--- src/rtl/fp_align_pkg.sv ---
// Shared widths and stage payload for the floating-point alignment pipe.
// Payload widths follow the default EXP_W/MAN_W; override both together.
package fp_align_pkg;
  localparam int FP_EXP_W = 8;
  localparam int FP_MAN_W = 23;
  localparam int FP_GRD_W = 3;
  localparam int FP_AW    = FP_MAN_W + 1 + FP_GRD_W;

  typedef struct packed {
    logic [FP_AW-1:0]    sig_big;
    logic [FP_AW-1:0]    sig_sml;
    logic [FP_EXP_W-1:0] exp;
    logic                swap;
    logic                eop;
    logic [FP_EXP_W-1:0] d;
  } align_stage_t;
endpackage

--- src/rtl/fp_shr_sticky.sv ---
// Right shifter that also reports whether any set bit fell off the end.
module fp_shr_sticky #(
  parameter int AW = 27,
  parameter int SW = 8
) (
  input  logic [AW-1:0] value,
  input  logic [SW-1:0] amount,
  output logic [AW-1:0] shifted,
  output logic          sticky
);
  logic [2*AW-1:0] ext;

  always_comb begin
    ext     = {value, {AW{1'b0}}} >> amount;
    shifted = ext[2*AW-1:AW];
    sticky  = |ext[AW-1:0];
    // Shifts past the word lose everything; the lower half alone misses bits.
    if (32'(amount) >= AW) begin
      shifted = '0;
      sticky  = |value;
    end
  end
endmodule

--- src/rtl/fp_align_pipe.sv ---
// 3-stage FP operand alignment: compare, shift with sticky, invert/output.
// Define FP_ALIGN_SUBNORM_EN to treat exponent 0 as subnormal instead of zero.
module fp_align_pipe
  import fp_align_pkg::*;
#(
  parameter int EXP_W = FP_EXP_W,
  parameter int MAN_W = FP_MAN_W
) (
  input  logic             clk,
  input  logic             rst,
  input  logic             in_valid,
  output logic             in_ready,
  input  logic [MAN_W-1:0] mx,
  input  logic [MAN_W-1:0] my,
  input  logic [EXP_W-1:0] ex,
  input  logic [EXP_W-1:0] ey,
  input  logic             eop,
  output logic             out_valid,
  input  logic             out_ready,
  output logic [MAN_W+3:0] out_big,
  output logic [MAN_W+3:0] out_small,
  output logic [EXP_W-1:0] out_exp,
  output logic             out_swap,
  output logic             out_sticky
);
  localparam int AW     = MAN_W + 1 + FP_GRD_W;
  localparam int STAGES = 3;

  logic [STAGES:1] vld_pipe;
  logic            adv;

  // Whole pipe moves as one; it only freezes when the output is blocked.
  assign adv       = !vld_pipe[STAGES] || out_ready;
  assign in_ready  = adv;
  assign out_valid = vld_pipe[STAGES];

  // S1: effective exponents, significands, compare
  logic [EXP_W-1:0] ex_e, ey_e;
  logic [AW-1:0]    sx, sy;
  logic             x_big;
  align_stage_t     s1_n, s1;

`ifdef FP_ALIGN_SUBNORM_EN
  assign ex_e = (ex == '0) ? EXP_W'(1) : ex;
  assign ey_e = (ey == '0) ? EXP_W'(1) : ey;
  assign sx   = {(ex != '0), mx, {FP_GRD_W{1'b0}}};
  assign sy   = {(ey != '0), my, {FP_GRD_W{1'b0}}};
`else
  assign ex_e = ex;
  assign ey_e = ey;
  assign sx   = (ex == '0) ? '0 : {1'b1, mx, {FP_GRD_W{1'b0}}};
  assign sy   = (ey == '0) ? '0 : {1'b1, my, {FP_GRD_W{1'b0}}};
`endif

  assign x_big = (ex_e > ey_e) || ((ex_e == ey_e) && (sx >= sy));

  always_comb begin
    s1_n         = '0;
    s1_n.sig_big = x_big ? sx : sy;
    s1_n.sig_sml = x_big ? sy : sx;
    s1_n.exp     = x_big ? ex_e : ey_e;
    s1_n.swap    = !x_big;
    s1_n.eop     = eop;
    s1_n.d       = x_big ? (ex_e - ey_e) : (ey_e - ex_e);
  end

  // S2: shift the smaller operand, fold sticky into its LSB
  logic [AW-1:0]    sh_val;
  logic             sh_st;
  logic [AW-1:0]    s2_big, s2_sml;
  logic [EXP_W-1:0] s2_exp;
  logic             s2_swap, s2_eop, s2_st;

  fp_shr_sticky #(.AW(AW), .SW(EXP_W)) u_shr (
    .value  (s1.sig_sml),
    .amount (s1.d),
    .shifted(sh_val),
    .sticky (sh_st)
  );

  always_ff @(posedge clk) begin
    if (rst) begin
      vld_pipe   <= '0;
      s1         <= '0;
      s2_big     <= '0;
      s2_sml     <= '0;
      s2_exp     <= '0;
      s2_swap    <= 1'b0;
      s2_eop     <= 1'b0;
      s2_st      <= 1'b0;
      out_big    <= '0;
      out_small  <= '0;
      out_exp    <= '0;
      out_swap   <= 1'b0;
      out_sticky <= 1'b0;
    end else if (adv) begin
      vld_pipe   <= {vld_pipe[STAGES-1:1], in_valid};
      s1         <= s1_n;
      s2_big     <= s1.sig_big;
      s2_sml     <= sh_val | {{(AW-1){1'b0}}, sh_st};
      s2_exp     <= s1.exp;
      s2_swap    <= s1.swap;
      s2_eop     <= s1.eop;
      s2_st      <= sh_st;
      // S3: subtraction takes the one's complement of the smaller operand
      out_big    <= s2_big;
      out_small  <= s2_eop ? ~s2_sml : s2_sml;
      out_exp    <= s2_exp;
      out_swap   <= s2_swap;
      out_sticky <= s2_st;
    end
  end
endmodule

--- config.mk ---
export PLATFORM = sky130hd
export DESIGN_NAME = fp_align_pipe
export DESIGN_NICKNAME = d
export VERILOG_FILES = /design/src/rtl/fp_align_pkg.sv /design/src/rtl/fp_shr_sticky.sv /design/src/rtl/fp_align_pipe.sv
export SDC_FILE = /design/constraint.sdc
export NUM_CORES = 1
export LEC_CHECK = 0
export CAP_MARGIN = 15
export CORE_AREA = 2 2 156 158
export DETAILED_ROUTE_END_ITERATION = 10
export DIE_AREA = 0 0 158 160
export GPL_ROUTABILITY_DRIVEN = 0
export PLACE_DENSITY = 0.75
export SETUP_SLACK_MARGIN = 0.15
export SLEW_MARGIN = 30
export SYNTH_ARGS = -nofsm -noshare
export SYNTH_HDL_FRONTEND = slang
export SYNTH_SLANG_ARGS = --single-unit
--- constraint.sdc ---
create_clock -name clk -period 4 [get_ports clk]
set_clock_uncertainty 0.2 [all_clocks]
set_input_delay 1.2 -clock clk [delete_from_list [all_inputs] [get_ports clk]]
set_output_delay 1.2 -clock clk [all_outputs]
set_load 0.02 [all_outputs]
## Word-level counts from Yosys, hierarchy flattened

Cells that the tools add are included.

- Register bits after elaboration: 204
- Latch bits: 0
- Bits in writable memories: 0
- Memory bits (read-only): 0
- Bits of input ports: 67
- Output and inout bits: 66
- Word-level logic and storage cells: 45
- Memories: 0

- Add/subtract/negate cells: 2
- $mul: 0
- Div/mod/pow operators: 0
- Magnitude comparators: 3
- Equality and inequality tests: 1
- Shift operators: 1
- Mux-type cells: 9
- Bitwise gates (word level): 2
- Reduce and logical (&&, ||, !) cells: 9

Operators with widths:

| operator | count |
|---|---|
| $mux 27 | 6 |
| $reduce_or 27->1 | 2 |
| $shr 54x8->54 | 1 |
| $ge 27x27->1 | 1 |
| $not 27->27 | 1 |
| $or 27x1->27 | 1 |
| $logic_not 8->1 | 2 |
| $mux 8 | 2 |
| $sub 8x8->8 | 2 |
| $eq 8x8->1 | 1 |
| $ge 8x5->1 const B | 1 |
| $gt 8x8->1 | 1 |
| $logic_not 1->1 | 2 |
| $logic_or 1x1->1 | 2 |
| $logic_and 1x1->1 | 1 |
| $mux 1 | 1 |

## Logic depth before layout (Yosys ltp)

Gate-level depths: netlist of the first run.

- Depth in word-level cells: 6
- Depth in mapped cells: 16
- Depth with buffers taken out: 12

## Modules after synthesis

Synthesis of the first run repeated with hierarchy kept, for this count alone.

- Cell total of the unflattened synthesis: 1449
- Area total of the unflattened synthesis: 11757.5 µm²

By module, submodules not included:

| module | instances | cells an instance | area an instance (µm²) | sequential area each (µm²) |
|---|---|---|---|---|
| fp_align_pipe | 1 | 1145 | 9272.6 | 3843.7 |
| fp_shr_sticky | 1 | 304 | 2484.9 | 0.0 |

## Worst setup path after synthesis of the first run

Ideal clock, no wire load.

- Path type: input port to flip-flop
- Start: input port ex[1]
- End: register s1[6] (netlist bit)
- Setup time: 79 ps
- Arrival time: 4073 ps
- Data required time: 3721 ps
- Path slack: -352 ps
- Stages: 12
- Path buffers: 1
- Cells stage by stage: nor4_1 -> nand2_1 -> clkbuf_1 -> and2_1 -> ha_1 -> nand4_1 -> a2111oi_0 -> a211oi_2 -> nor2_4 -> mux2_2 -> a211o_1 -> o211ai_1

- Word-level cells in the longest chain between the ends: 6
- Elaborated cells on any way between the ends: 10
- Classes of those cells: add/sub (2); order compare (2); eq/ne (1); mux (2); reduce/logical (3)

RTL lines:

| item | line | RTL |
|---|---|---|
| start, declared | fp_align_pipe.sv:15 | `input logic [EXP_W-1:0] ex,` |
| $logic_not 8->1 | fp_align_pipe.sv:51 | `assign sx = (ex == '0) ? '0 : {1'b1, mx, {FP_GRD_W{1'b0}}};` |
| $mux 27 | fp_align_pipe.sv:51 |  |
| $ge 27x27->1 | fp_align_pipe.sv:55 | `assign x_big = (ex_e > ey_e) \|\| ((ex_e == ey_e) && (sx >= sy));` |
| $logic_and 1x1->1 | fp_align_pipe.sv:55 |  |
| $logic_or 1x1->1 | fp_align_pipe.sv:55 |  |
| $mux 8 (*) | fp_align_pipe.sv:64 | `s1_n.d = x_big ? (ex_e - ey_e) : (ey_e - ex_e);` |
| end signal, assigned | fp_align_pipe.sv:98 | `s1 <= s1_n;` |
| end, declared | fp_align_pipe.sv:41 | `align_stage_t s1_n, s1;` |

Every way passes the cells marked *; elsewhere a longest branch is shown, timed or not.
A chain may end at the register's enable or synchronous reset.

## Worst setup path in the final report of the first run

- Start: input port ex[2]
- End: register s1[3] (netlist bit)

The elaborated chain is that of the path after synthesis.

==> results of run 1 <==
through the flow:
| step | cells | area [um^2] | power [mW] |
|---|---|---|---|
| 6_report | 1828 | 14200 | 5.46 |
| 5_1_grt | 1827 | 14200 | 5.69 |
| 4_1_cts | 1814 | 13800 | 5.35 |
| 3_5_place_dp | 1765 | 12800 | 3.60 |
| 3_3_place_gp | 1765 | 12800 | 3.57 |
| 2_1_floorplan | 1322 | 10900 | 3.14 |
per-layer routing:
layer | GRT usage [%] | part of all wire, % | vias up
li1 | - | - | 5024
met1 | 32.2 | 41 | 4956
met2 | 40.4 | 47 | 561
met3 | 3.85 | 7.2 | 110
met4 | 9.25 | 4.2 | 0
met5 | 0 | 0 | -
logic make-up after synthesis:
kind of cell | count (synthesis)
other | 1
xor gates and xnor gates | 31
adders and majority gates | 41
muxes | 55
DFF | 192
AOI/OAI and AO/OA | 367
and+or+nand+nor | 492
buffers and inverters | 141
sequential cells by signal, indices dropped and copies added, names as in the netlist:
register	count
out_big	24
out_swap	1
s2_eop	1
vld_pipe	3
s2_st	1
out_sticky	1
s2_big	24
s1	66
s2_swap	1
out_exp	8
s2_sml	27
out_small	27
s2_exp	8
final timing paths:
path | endpoint | cells past startpoint | slack [ns]
max reg2reg | s2_sml[0] | 7 | 0.95
min | s2_big[8] | 2 | 0.25
max | s1[3] | 16 | -0.19
min reg2reg | s2_big[8] | 2 | 0.25
worst min-delay path, cell delays in order, from the launching register on:
cell and delay, ns:
dfxtp_1 0.31, nand2_1 0.05, a21oi_1 0.05
layout make-up:
class                           instances  area (um^2)  area share [%]
Multi-Input combinational cell        989         6620            46.8
Sequential cell                       192         3850            27.2
Timing Repair Buffer                  263         2580            18.2
Clock buffer                           18          429            3.03
Tap cell                              324          405            2.86
Clock inverter                         14          166            1.17
Inverter                               27          109           0.768
Antenna cell                            1         2.50          0.0177
timing repair:
item                                    CTS  global route
endpoints found under the setup margin   64            65
pin swaps                                35            26
resized for setup                        95            45
setup buffers                            11             7
hold endpoints to repair                  0             0
cloned                                    6             6
Yosys cell counts (5+ instances only):
cell type  instances  share of area (%)
clkbuf_1          78                2.8
buf_1             10               0.36
nor2b_1           12               0.71
nor2_1           167                6.0
and2_1            25                1.5
xnor2_1           29                2.4
nand4_1            6               0.36
a31oi_1            5               0.30
nor3_1             9               0.43
nor4_1            10               0.60
buf_4              7               0.50
a22oi_1           27                1.9
a311oi_1          33                2.8
inv_1             24               0.86
a22o_1             7               0.58
mux2_2             9               0.96
o21ai_0           69                3.3
mux2i_1           28                2.7
a32oi_1            5               0.42
nand2_1          213                7.6
o211ai_1           6               0.43
buf_2             15               0.71
a21o_1             6               0.43
nand3_1           30                1.4
dfxtp_1          192                 37
mux4_2            18                3.9
a211oi_1          62                4.4
ha_1              39                4.6
a21oi_1          120                5.7
power by group:
group	switching (mW)	internal [mW]
logic	0.816	0.708
clock network	0.821	0.896
registers	0.153	2.06
total	1.79	3.67
==> impl_metrics.json, run 1 <==
{
  "status": "complete, but fails checks",
  "grt.total_usage_pct": 24.5,
  "worstPathRequired_ns": 4.07,
  "r2r_start": "s1[0]",
  "synth_xor_area_share_pct": 2.58,
  "critPathTopFamily": "compound AO/OA/AOI/OAI gates",
  "arrival_ns": 4.26,
  "syn_to_final_growth_pct": 34.8,
  "cap_violations": 0,
  "hold_viol": 0,
  "fin_util_pct": 59.5,
  "fmax_mhz": 239,
  "ctsHtreeMaxLevel": 4,
  "synth-main-ff-cell": "dfxtp_1",
  "ys.warnings.count": 0,
  "viasPerCell": 5.83,
  "clock_path_buffers": 2,
  "cts.sinks": 192,
  "mostFrequentLayoutCell": "nand2_1",
  "cts_tree": "yes",
  "drc": 0,
  "core.rowCount": 57,
  "fin_nets": 1598,
  "place_ws_ns": -0.986,
  "num-fill-cells": 2068,
  "ys_types": 66,
  "clk_pin_slew_ns": 0.07,
  "synth_top_family_by_area": "compound AO/OA/AOI/OAI gates",
  "firstDrtPassIters": 6,
  "fin_ws_ns": -0.191,
  "grt_pass1_vias": 9799,
  "synthSimpleGateAreaFrac_pct": 20.0,
  "vias": 10700,
  "slew_headroom_pct": 36.8,
  "ys_seq_elements": 192,
  "dieArea_um2": 25300,
  "synth-seq-area-share_pct": 36.6,
  "slowest_delay_ns": 0.38,
  "drtIter0Drc": 1073,
  "power_density_nw_per_um2": 385,
  "syn_area_per_cell_um2": 7.96,
  "slew_viol_final": 0,
  "grt_overflow": 0,
  "cp_max_fo": 11,
  "io_buffers": 129,
  "most-common-layout-cells": "nand2_1, dfxtp_1, nor2_1",
  "min_path_type": "flip-flop to flip-flop",
  "drive_above_1_share_pct": 20.2,
  "setup_tns_ns": -6.86,
  "synth-edff-count": 0,
  "worstPathCellList": "buf_6 > nor4_4 > buf_4 > nand2_8 > buf_16 > and2_1 > ha_1 > o21a_1 > o21ai_0 > a211oi_2 > o32ai_4 > nor2_4 > buf_12 > mux2i_1 > xor2_1 > a211oi_1",
  "syn_area_um2": 10500,
  "synthMuxAreaShare_pct": 7.49,
  "hold_buffers": 0,
  "grt_antenna_before_repair": 1,
  "die_h_um": 160,
  "synthCells": 1320,
  "cts_made_buffers": 17,
  "vdd_drop_max_uv": 233,
  "insertion_delay_ns": 0.43,
  "die-width_um": 158,
  "worstSetupPathType": "input port to flip-flop",
  "hold_ws_ns": 0.250,
  "antenna_left": 0,
  "synthAdderAreaFrac_pct": 5.02,
  "worstHoldStart": "s2_big[8]",
  "period_share_pct": 105,
  "setup_viol": 63,
  "dp_hpwl_um": 21500,
  "startpoint": "ex[2]",
  "violations": "negative setup slack",
  "worstSetupEndpointType": "flip-flop",
  "wire_per_inst_um": 17.8,
  "core_um2": 23800,
  "ios": 133,
  "startpoint_type": "input port",
  "p_leak_nw": 5.51,
  "period_needed_ns": 4.19,
  "cpMaxStageDelayCell": "a211oi_2",
  "rsz0062_at_grt": "yes",
  "grt_pass1_wl_um": 50000,
  "synth_compound_area_share_pct": 22.6,
  "critPathBufInv": 4,
  "worst_pin_slew_ns": 0.948,
  "wl_um": 32500,
  "cts_root_buffer": "clkbuf_16",
  "initial_utilization_pct": 44.1,
  "synth-async-reset-ratio_pct": 0,
  "grt_start_max_net_pins": 193
}
Power figures use the tool's default switching activity.
==> run 2, diff against run 1 <==
--- a/config.mk
+++ b/config.mk
@@ -10,9 +10,10 @@
 export DETAILED_ROUTE_END_ITERATION = 10
 export DIE_AREA = 0 0 158 160
 export GPL_ROUTABILITY_DRIVEN = 0
+export HOLD_SLACK_MARGIN = 0.02
 export PLACE_DENSITY = 0.75
 export SETUP_SLACK_MARGIN = 0.15
-export SLEW_MARGIN = 30
+export SLEW_MARGIN = 20
 export SYNTH_ARGS = -nofsm -noshare
 export SYNTH_HDL_FRONTEND = slang
 export SYNTH_SLANG_ARGS = --single-unit
==> impl_metrics.json, run 2 (same netlist as run 1, synthesis figures left out) <==
{
  "die_h_um": 160,
  "cap_violations": 0,
  "fin_ws_ns": -0.185,
  "grt_pass1_wl_um": 50000,
  "critPathBufInv": 4,
  "rsz0062_at_grt": "yes",
  "grt_overflow": 0,
  "drtIter0Drc": 1114,
  "reg2reg_slack_ns": 0.65,
  "most-common-layout-cells": "nand2_1, dfxtp_1, nor2_1",
  "antenna_left": 0,
  "dp_hpwl_um": 21500,
  "status": "complete, but fails checks",
  "setup_tns_ns": -6.61,
  "cts_made_buffers": 17,
  "hold_viol": 0,
  "slew_viol_final": 0,
  "power_density_nw_per_um2": 385,
  "fmax_mhz": 239,
  "cts_root_buffer": "clkbuf_16",
  "num-fill-cells": 2070,
  "viasPerCell": 5.83,
  "period_share_pct": 105,
  "worstSetupEndpointType": "flip-flop",
  "syn_to_final_growth_pct": 34.7,
  "grt_pass1_vias": 9799,
  "cp_max_fo": 11,
  "io_buffers": 129,
  "mostFrequentLayoutCell": "nand2_1",
  "arrival_ns": 4.26,
  "die-width_um": 158,
  "slowest_delay_ns": 0.38,
  "hold_buffers": 0,
  "p_leak_nw": 5.51,
  "dieArea_um2": 25300,
  "cpMaxStageDelayCell": "a211oi_2",
  "top_register": "s1",
  "drc": 0,
  "wire_per_inst_um": 17.8,
  "period_needed_ns": 4.18,
  "grt_start_max_net_pins": 193,
  "slew_headroom_pct": 31.6,
  "largest_register_ffs": 66,
  "ios": 133,
  "fin_nets": 1598,
  "ctsHtreeMaxLevel": 4,
  "core_um2": 23800,
  "cts.sinks": 192,
  "reg_top3": "s1: 66 flops, out_small: 27 flops, s2_sml: 27 flops",
  "initial_utilization_pct": 44.1,
  "drive_above_1_share_pct": 20.2,
  "startpoint_type": "input port",
  "wl_um": 32500,
  "worstPathCellList": "buf_6 > nor4_4 > buf_4 > nand2_8 > buf_16 > and2_1 > ha_1 > o21a_1 > o21ai_0 > a211oi_2 > o32ai_4 > nor2_4 > buf_12 > mux2i_1 > xor2_1 > a211oi_1",
  "grt.total_usage_pct": 24.5,
  "worstPathRequired_ns": 4.07,
  "placed_cell_area_um2": 12800,
  "clk_pin_slew_ns": 0.07,
  "violations": "negative setup slack",
  "worst_pin_slew_ns": 1.03,
  "fin_area_um2": 14200,
  "vdd_drop_max_uv": 235,
  "clock_path_buffers": 2,
  "core.rowCount": 57,
  "setup_viol": 63,
  "cts_tree": "yes",
  "insertion_delay_ns": 0.44,
  "grt_antenna_before_repair": 1,
  "worstSetupPathType": "input port to flip-flop",
  "min_path_type": "flip-flop to flip-flop",
  "critPathTopFamily": "compound AO/OA/AOI/OAI gates",
  "vias": 10700,
  "firstDrtPassIters": 8
}
-- run 2: tightest hold or removal path, stage by stage, from the launching register on --
cell and delay [ns]:
dfxtp_1 0.31, nand2_1 0.05, a21oi_1 0.05
-- run 2: area by class of cell --
cell class	count	area (um^2)	share of cell area [%]
Multi-Input combinational cell	989	6620	46.8
Antenna cell	1	2.50	0.0177
Tap cell	324	405	2.86
Timing Repair Buffer	263	2580	18.2
Clock inverter	14	166	1.18
Sequential cell	192	3840	27.2
Clock buffer	18	429	3.03
Inverter	27	109	0.769
-- run 2: routing by layer --
metal,track usage (%),wire [um],vias up
met5,0,0,-
met2,40.4,15400,540
met4,9.25,1400,0
met1,32.2,13400,4978
met3,3.85,2310,112
li1,-,-,5023
-- run 2: power by group --
group / internal, mW / switching, mW / leakage, nW
Clock: 0.895 / 0.821 / 0.285
Combinational: 0.708 / 0.815 / 3.65
Sequential: 2.06 / 0.154 / 1.58
Total: 3.67 / 1.79 / 5.51
-- run 2: path summary, 6_finish.rpt --
check             from   endpoint  depth (start not counted)
min reg2reg  s2_big[8]  s2_big[8]                          2
min          s2_big[8]  s2_big[8]                          2
max reg2reg      s1[0]  s2_sml[0]                          7
max              ex[2]      s1[3]                         16
-- run 2: what timing repair did --
action / CTS / global route
setup buffers: 11 / 7
resized for setup: 95 / 45
endpoints found under the setup margin: 64 / 65
pin swaps: 35 / 26
gates cloned: 6 / 6
-- run 2: metrics by stage --
step	std cells	hold slack [ns]	worst slack, ns	util (%)	power, mW
2_1_floorplan	1322	0.232	0.0164	-	3.14
3_3_place_gp	1765	0.240	-0.846	53.9	3.57
3_5_place_dp	1765	0.243	-0.986	53.9	3.60
4_1_cts	1814	0.253	-0.0779	57.9	5.35
5_1_grt	1827	0.269	-0.322	59.4	5.69
6_report	1828	0.251	-0.185	59.4	5.46
